**config.mk**
```make
export PLATFORM = sky130hd
export DESIGN_NAME = eq_stream_monitor_flat
export DESIGN_NICKNAME = d
export VERILOG_FILES = /design/src/rtl/eq_stream_monitor_if.sv /design/src/rtl/eq_stream_monitor.sv /design/src/flat_wrapper.sv
export SDC_FILE = /design/constraint.sdc
export NUM_CORES = 1
export LEC_CHECK = 0
export BUFFER_PORTS_ARGS = -buffer_cell sky130_fd_sc_hd__buf_4
export CORE_ASPECT_RATIO = 0.75
export CORE_MARGIN = 4
export CORE_UTILIZATION = 37
export CTS_CLUSTER_SIZE = 10
export DETAILED_ROUTE_END_ITERATION = 8
export SKIP_LAST_GASP = 1
export SYNTH_ARGS = -nofsm -noshare
export SYNTH_HDL_FRONTEND = slang
export SYNTH_SLANG_ARGS = --single-unit
```
**constraint.sdc**
```tcl
create_clock -name clk -period 4.1 [get_ports clk]
set_input_delay 0.41 -clock clk [delete_from_list [all_inputs] [get_ports clk]]
set_output_delay 0.41 -clock clk [all_outputs]
set_load 0.01 [all_outputs]
```
**src/rtl/eq_stream_monitor_if.sv**
```systemverilog
// Operand/result stream bundle for eq_stream_monitor.
// master drives operands and result back-pressure; slave is the compare stage.
interface eq_stream_monitor_if #(
  parameter int unsigned WIDTH = 5
);
  logic             in_valid;
  logic             in_ready;
  logic [WIDTH-1:0] in_a;
  logic [WIDTH-1:0] in_b;
  logic             out_valid;
  logic             out_ready;
  logic             out_eq;
  logic             out_ne;
  logic [WIDTH-1:0] out_diff;

  modport master (
    output in_valid,
    output in_a,
    output in_b,
    output out_ready,
    input  in_ready,
    input  out_valid,
    input  out_eq,
    input  out_ne,
    input  out_diff
  );

  modport slave (
    input  in_valid,
    input  in_a,
    input  in_b,
    input  out_ready,
    output in_ready,
    output out_valid,
    output out_eq,
    output out_ne,
    output out_diff
  );
endinterface

```
**src/rtl/eq_stream_monitor.sv**
```systemverilog
// Registered, handshaked equality compare stage with a match-run lock FSM
// and saturating match/miss statistics.
module eq_stream_monitor #(
  parameter int unsigned WIDTH      = 5,
  parameter int unsigned LOCK_COUNT = 4,
  parameter int unsigned CNT_W      = 8
) (
  input  logic               clk,
  input  logic               rst,
  input  logic               clear,
  eq_stream_monitor_if.slave bus,
  output logic               locked,
  output logic               lost,
  output logic [CNT_W-1:0]   match_cnt,
  output logic [CNT_W-1:0]   miss_cnt
);

  typedef enum logic [1:0] {
    StSearch,
    StLocked,
    StLost
  } state_e;

  localparam logic [CNT_W-1:0] CntMax    = '1;
  localparam logic [CNT_W-1:0] CntOne    = CNT_W'(1);
  localparam logic [8:0]       LockCount = 9'(LOCK_COUNT);

  state_e     state_q;
  logic [7:0] run_q;
  logic       accept;
  logic       is_match;
  logic [8:0] run_inc;

  // Full-throughput handshake: a draining result frees the register this cycle.
  assign bus.in_ready = !bus.out_valid || bus.out_ready;
  assign accept       = bus.in_valid && bus.in_ready;
  assign is_match     = (bus.in_a == bus.in_b);
  assign run_inc      = {1'b0, run_q} + 9'd1;

  // Result register; clear deliberately leaves it alone.
  always_ff @(posedge clk or posedge rst) begin
    if (rst) begin
      bus.out_valid <= 1'b0;
      bus.out_eq    <= 1'b0;
      bus.out_ne    <= 1'b0;
      bus.out_diff  <= '0;
    end else if (accept) begin
      bus.out_valid <= 1'b1;
      bus.out_eq    <= is_match;
      bus.out_ne    <= !is_match;
      bus.out_diff  <= bus.in_a ^ bus.in_b;
    end else if (bus.out_ready) begin
      bus.out_valid <= 1'b0;
    end
  end

  always_ff @(posedge clk or posedge rst) begin
    if (rst) begin
      match_cnt <= '0;
      miss_cnt  <= '0;
    end else if (clear) begin
      match_cnt <= '0;
      miss_cnt  <= '0;
    end else if (accept) begin
      if (is_match && (match_cnt != CntMax)) begin
        match_cnt <= match_cnt + CntOne;
      end
      if (!is_match && (miss_cnt != CntMax)) begin
        miss_cnt <= miss_cnt + CntOne;
      end
    end
  end

  // Lock FSM with registered locked/lost; lost is a single-cycle pulse.
  always_ff @(posedge clk or posedge rst) begin
    if (rst) begin
      state_q <= StSearch;
      run_q   <= '0;
      locked  <= 1'b0;
      lost    <= 1'b0;
    end else if (clear) begin
      state_q <= StSearch;
      run_q   <= '0;
      locked  <= 1'b0;
      lost    <= 1'b0;
    end else begin
      lost <= 1'b0;
      if (accept) begin
        case (state_q)
          StSearch: begin
            if (!is_match) begin
              run_q <= '0;
            end else if (run_inc == LockCount) begin
              state_q <= StLocked;
              run_q   <= '0;
              locked  <= 1'b1;
            end else begin
              run_q <= run_inc[7:0];
            end
          end
          StLocked: begin
            if (!is_match) begin
              state_q <= StLost;
              locked  <= 1'b0;
              lost    <= 1'b1;
            end
          end
          StLost: begin
            if (is_match) begin
              state_q <= StLocked;
              locked  <= 1'b1;
            end else begin
              state_q <= StSearch;
              run_q   <= '0;
            end
          end
          default: begin
            state_q <= StSearch;
            run_q   <= '0;
            locked  <= 1'b0;
          end
        endcase
      end
    end
  end

endmodule

```
**src/flat_wrapper.sv**
```systemverilog
// flat-port wrapper written by rule: the top's interface ports become plain ports
module eq_stream_monitor_flat 
#(
  parameter int unsigned WIDTH      = 5,
  parameter int unsigned LOCK_COUNT = 4,
  parameter int unsigned CNT_W      = 8
)
  (clk, rst, clear, locked, lost, match_cnt, miss_cnt, bus_in_valid, bus_in_a, bus_in_b, bus_out_ready, bus_in_ready, bus_out_valid, bus_out_eq, bus_out_ne, bus_out_diff);
  eq_stream_monitor_if #(.WIDTH(WIDTH)) bus_i ();
  input  logic clk;
  input  logic rst;
  input  logic clear;
  output logic locked;
  output logic lost;
  output logic [CNT_W-1:0] match_cnt;
  output logic [CNT_W-1:0] miss_cnt;
  input wire logic [$bits(bus_i.in_valid)-1:0] bus_in_valid;
  input wire logic [$bits(bus_i.in_a)-1:0] bus_in_a;
  input wire logic [$bits(bus_i.in_b)-1:0] bus_in_b;
  input wire logic [$bits(bus_i.out_ready)-1:0] bus_out_ready;
  output wire logic [$bits(bus_i.in_ready)-1:0] bus_in_ready;
  output wire logic [$bits(bus_i.out_valid)-1:0] bus_out_valid;
  output wire logic [$bits(bus_i.out_eq)-1:0] bus_out_eq;
  output wire logic [$bits(bus_i.out_ne)-1:0] bus_out_ne;
  output wire logic [$bits(bus_i.out_diff)-1:0] bus_out_diff;
  assign bus_i.in_valid = bus_in_valid;
  assign bus_i.in_a = bus_in_a;
  assign bus_i.in_b = bus_in_b;
  assign bus_i.out_ready = bus_out_ready;
  assign bus_in_ready = bus_i.in_ready;
  assign bus_out_valid = bus_i.out_valid;
  assign bus_out_eq = bus_i.out_eq;
  assign bus_out_ne = bus_i.out_ne;
  assign bus_out_diff = bus_i.out_diff;
  eq_stream_monitor #(.WIDTH(WIDTH), .LOCK_COUNT(LOCK_COUNT), .CNT_W(CNT_W)) u_core (.clk(clk), .rst(rst), .clear(clear), .bus(bus_i), .locked(locked), .lost(lost), .match_cnt(match_cnt), .miss_cnt(miss_cnt));
endmodule
```
* Word level (Yosys, flattened, before mapping)
Index checks and enable logic that the tools add are counted.
Cells by class: eq/ne operators 12, muxes and demuxes 32, reduce and logical (&&, ||, !) cells 16, add/subtract/negate cells 3, bitwise operators 1
Operator list (count):
- 8-bit 2-to-1 mux | 11
- 8-bit one-hot mux with 3 select lines | 1
- 8-bit by 1-bit adder with 8-bit output, second input constant | 2
- 8-bit inequality test, second input constant | 2
- 1-bit 2-to-1 mux | 13
- 2-bit 2-to-1 mux | 5
- 8-bit by 1-bit adder with 9-bit output, second input constant | 1
- 9-bit by 3-bit == test with 1-bit output, second input constant | 1
- 3-bit by 2-bit inequality test with 1-bit output, second input constant | 3
- 2-bit nonzero test | 4
- 3-bit inequality test, second input constant | 2
- 2-bit one-hot mux with 3 select lines | 1
- 5-bit == test | 1
- 5-bit AND reduction | 1
- 5-bit XOR | 1
- 2-bit AND reduction | 2
- 4-bit AND reduction | 1
- 1-bit logical AND | 3
- 1-bit one-hot mux with 3 select lines | 1
- 3-bit AND reduction | 1
- 2-bit by 1-bit == test with 1-bit output, second input constant | 1
- 2-bit == test, second input constant | 1
- 1-bit logical NOT | 2
- 2-bit logical NOT | 1
- 2 further kinds | 2
Storage, ports and cells: register bits 36, output and inout port bits 27, word-level logic and storage cells 74, input port bits 15

* Depth between registers and ports, before layout
word-level depth 7, mapped depth 6, depth with buffers taken out 6

* Least setup slack after synthesis
OpenSTA, ideal clock, no wires.
path kind reg2reg, start reg u_core.miss_cnt[4], end reg u_core.miss_cnt[7], clock period less this slack 1916 ps, data required time 4022 ps, setup slack 2184 ps, stages on the path, launching flop included 7, library setup time 78 ps, data arrival time 1838 ps, buffers on the path 1, cell sequence dfrtp_1 -> and4_1 -> and3_4 -> a221o_1 -> buf_6 -> or4_1 -> a21oi_1
Between the ends: longest elaborated chain between the ends 4, elaborated cells between the ends (all ways) 8, those cells by class add/sub: 1; eq/ne: 1; mux: 3; reduce/logical: 3
RTL lines:
- from (decl) | RTL line eq_stream_monitor.sv:15 | output logic [CNT_W-1:0] miss_cnt
- from (signal assigned) | RTL line eq_stream_monitor.sv:69 | miss_cnt <= miss_cnt + CntOne;
- 8-bit by 1-bit adder with 8-bit output or 8-bit inequality test (tied branches) | RTL line eq_stream_monitor.sv:69, eq_stream_monitor.sv:68
- 8-bit 2-to-1 mux or 1-bit logical AND (tied branches) | RTL line eq_stream_monitor.sv:68 | if (!is_match && (miss_cnt != CntMax)) begin
- 8-bit 2-to-1 mux or 2-bit nonzero test (tied branches)
- 8-bit 2-to-1 mux or 2-bit AND reduction (tied branches)
Parallel ways exist; a longest one is shown, timed or not. The select of a mux whose other input is x is not followed. A chain may end at the register's enable or synchronous reset.

* Worst setup path in the final report
start reg u_core.bus.out_valid, end reg u_core.miss_cnt[7]
Between the ends: longest elaborated chain between the ends 5
RTL lines:
- from (decl) | RTL line eq_stream_monitor_if.sv:34 | output out_valid,
- from (signal assigned) | RTL line eq_stream_monitor.sv:43 | bus.out_valid <= 1'b0;
- from (signal assigned) | RTL line eq_stream_monitor.sv:48 | bus.out_valid <= 1'b1;
- from (signal assigned) | RTL line eq_stream_monitor.sv:53 | bus.out_valid <= 1'b0;
- 1-bit logical NOT | RTL line eq_stream_monitor.sv:35 | assign bus.in_ready = !bus.out_valid || bus.out_ready;
- 1-bit logical OR | RTL line eq_stream_monitor.sv:35
- 1-bit logical AND | RTL line eq_stream_monitor.sv:36 | assign accept = bus.in_valid && bus.in_ready;
- 2-bit nonzero test (no line)
- 2-bit AND reduction (no line)
Every way passes these cells.

==> results.yml <==
die:
  start_util: 0.386
  die_height_um: 70.3
  io_pins: 42
  num_rows: 22
  die_x_um: 91.0
  die_area_um2: 6400
  core-area_um2: 4950
synthesis:
  yosysTopAreaCellShare: 0.471
  async_reset_ff_frac: 1.00
  synth-seq-cells: 36
  yosysTopAreaCell: "dfrtp_1"
  ys.flop_type: "dfrtp_1"
  yosysWarnings: 0
  synth-edff-count: 0
  ys_types: 47
  avgSynthCellArea_um2: 9.66
  netlist_top_cells_area: "dfrtp_1 (47%), xnor2_1 (5.0%), nand2_1 (3.9%)"
  synthTopCellsByCount: "dfrtp_1 (36), nand2_1 (20), nor2_1 (17)"
  syn_area_um2: 1910
  synth.net_count: 217
  seq_area_frac_synth: 0.471
  synth.most_common_cell: "dfrtp_1"
  syn_inst: 198
layout:
  antenna_cells: 0
  final_nets: 261
  regArea_um2: 901
  multi_input_area_um2: 963
  syn_to_final_growth_pct: 24.1
  layout-drive-gt1-share: 0.227
  fillCellCount: 486
setup_path:
  worst_r2r_path_depth: 5
  arrival_ns: 2.30
  crit_path_start: "u_core.bus.out_valid$_DFFE_PP0P_"
  cp_top_family: "simple AND/OR/NAND/NOR gates"
  path_depth: 5
  critPathRequiredTime_ns: 4.31
  critical_path_class: "reg2reg"
  endpoint: "u_core.miss_cnt[7]$_DFFE_PP0P_"
  slowest_stage: "or4_1"
  crit_fanout: 15
  r2r-start: "u_core.bus.out_valid$_DFFE_PP0P_"
  cp.buffers_inverters: 0
  critPathCaptureType: "flop"
  rrSetupSlack_ns: 2.01
  cp_slowest_stage_delay_ns: 0.50
  critPathLaunchType: "flop"
  r2r_end: "u_core.miss_cnt[7]$_DFFE_PP0P_"
  cp_cell_sequence: "nand2b_1 -> nand2_1 -> a221o_1 -> or4_1 -> a21oi_1"
timing:
  fin_crit_ns: 2.09
  tns_ns: 0
  hold_ws_ns: 0.235
  finalSetupViolCount: 0
  rsz0062_at_grt: "no"
  worst_pin_slew_ns: 0.641
  skew_ns: 0.00662
  slew_headroom: 0.562
  period_share: 0.510
  drv_slew: 0
  clock.fmax_mhz: 479
  hold_viol_final: 0
clock_tree:
  cts_buffer_depth: 2
  cts_hold_buf: 0
  path_clk_slew_ns: 0.07
  clk_latency_ns: 0.29
  cts_resized: 0
  postCtsSetupBuffers: 0
  htreeDepth: 2
  cts_buffers: 5
  tritoncts: "yes"
  root_buffer: "clkbuf_8"
  clock_sinks: 36
routing:
  initialDrtViolationCount: 65
  dr_total_vias: 1598
  drc: 0
  via_per_inst: 5.29
  ant_nets: 0
  avgRoutedWirePerCell_um: 14.6
  drt_pre_antenna_iters: 4
  wl_mm: 4.40
job:
  drv_cap: 0
pwr:
  vdd_drop_max_v: 0.000167
  power_frac_comb: 0.123
  p_sw_w: 0.000184
  swShare: 0.249
  power.density_nw_per_um2: 311
  pwr-share-seq: 0.507
  p_int_w: 0.000555
  leakagePower_nw: 1.06
  p_clk_frac: 0.369
global_routing:
  antenna_found_initial: 0
  grt-ovfl-total: 0
  grt_max_degree: 37
  grt_pass1_vias: 1530
  grt_usage: 0.145
  grt_first_pass_wirelength_mm: 7.51
worst_hold_path:
  hp-class: "in2async"
place:
  dpl.hpwl_mm: 3.21
  place.gp.congestion: 0.787
  portBuffers: 41
outcome:
  outcome: "completed"
-- per-layer routing --
layer | vias up | global-route usage | share of wire
li1 | 806 | - | -
met5 | - | 0 | 0
met4 | 0 | 0.0502 | 0.015
met3 | 7 | 0.0538 | 0.070
met2 | 39 | 0.195 | 0.39
met1 | 746 | 0.209 | 0.52
-- how the worst min path moves through the flow --
stage	from	to	depth (start not counted)
2_1_floorplan	u_core.run_q[7]$_DFFE_PP0P_	u_core.run_q[7]$_DFFE_PP0P_	1
3_3_place_gp	u_core.bus.out_eq$_DFFE_PP0P_	u_core.bus.out_eq$_DFFE_PP0P_	2
3_5_place_dp	u_core.bus.out_diff[0]$_DFFE_PP0P_	u_core.bus.out_diff[0]$_DFFE_PP0P_	2
4_1_cts	rst	u_core.lost$_DFF_PP0_	3
5_1_grt	rst	u_core.match_cnt[6]$_DFFE_PP0P_	3
6_report	rst	u_core.locked$_DFFE_PP0P_	3
-- cells in the final DEF, fill, tap and decap left out, types with 4 or more instances in the layout --
cell type   n
a21oi_1     9
and2_1      4
and3_1      4
buf_4      42
clkbuf_8    7
dfrtp_1    36
ha_1        4
inv_1       6
nand2_1    20
nand3_1    13
nand4_1     4
nor2_1     17
nor2b_1     5
o21ai_0     8
xnor2_1    11
-- state kept, by name, summed over array words and instances (netlist names) --
register	count
u_core.match_cnt	8
u_core.miss_cnt	8
u_core.run_q	8
u_core.bus.out_diff	5
u_core.state_q	2
u_core.bus.out_eq	1
u_core.bus.out_ne	1
u_core.bus.out_valid	1
u_core.locked	1
u_core.lost	1
-- through the flow --
stage | setup WS [ns] | utilization | total power [W] | std cells | area, um2
6_report | 2.01 | 0.479 | 0.000739 | 302 | 2370
3_5_place_dp | 1.90 | 0.460 | 0.000474 | 295 | 2280
2_1_floorplan | 2.18 | - | 0.000431 | 198 | 1910
5_1_grt | 1.86 | 0.479 | 0.000774 | 302 | 2370
4_1_cts | 2.02 | 0.479 | 0.000749 | 302 | 2370
3_3_place_gp | 1.95 | 0.460 | 0.000473 | 295 | 2280
-- cells by family after synthesis --
group	after synthesis	share of synthesized area
AO/OA/AOI/OAI	44	0.158
XOR/XNOR	13	0.0595
adder cells (fa/ha/maj)	4	0.0262
buffers and inverters	11	0.0255
flip-flops	36	0.471
multiplexers	5	0.0275
AND/OR/NAND/NOR	85	0.233
-- power by group through the flow --
stage | Combinational [W] | Sequential [W] | Clock (W)
2_1_floorplan | 0.0000447 | 0.000386 | 0
3_3_place_gp | 0.0000908 | 0.000382 | 0
3_5_place_dp | 0.0000921 | 0.000382 | 0
4_1_cts | 0.0000926 | 0.000375 | 0.000281
5_1_grt | 0.000102 | 0.000376 | 0.000296
6_report | 0.0000911 | 0.000375 | 0.000273
-- area by class of cell --
class / count / area share
inverters: 6 / 0.00949
multi-input cells: 151 / 0.406
clock buffers: 7 / 0.0406
flip-flops and latches: 36 / 0.380
well taps: 60 / 0.0316
repair buffers: 42 / 0.133
-- tightest hold or removal path: stages --
cell and delay (ns):
buf_4 0.11, inv_1 0.04, buf_4 0.40
No activity file was read; power rests on OpenSTA's default activity.
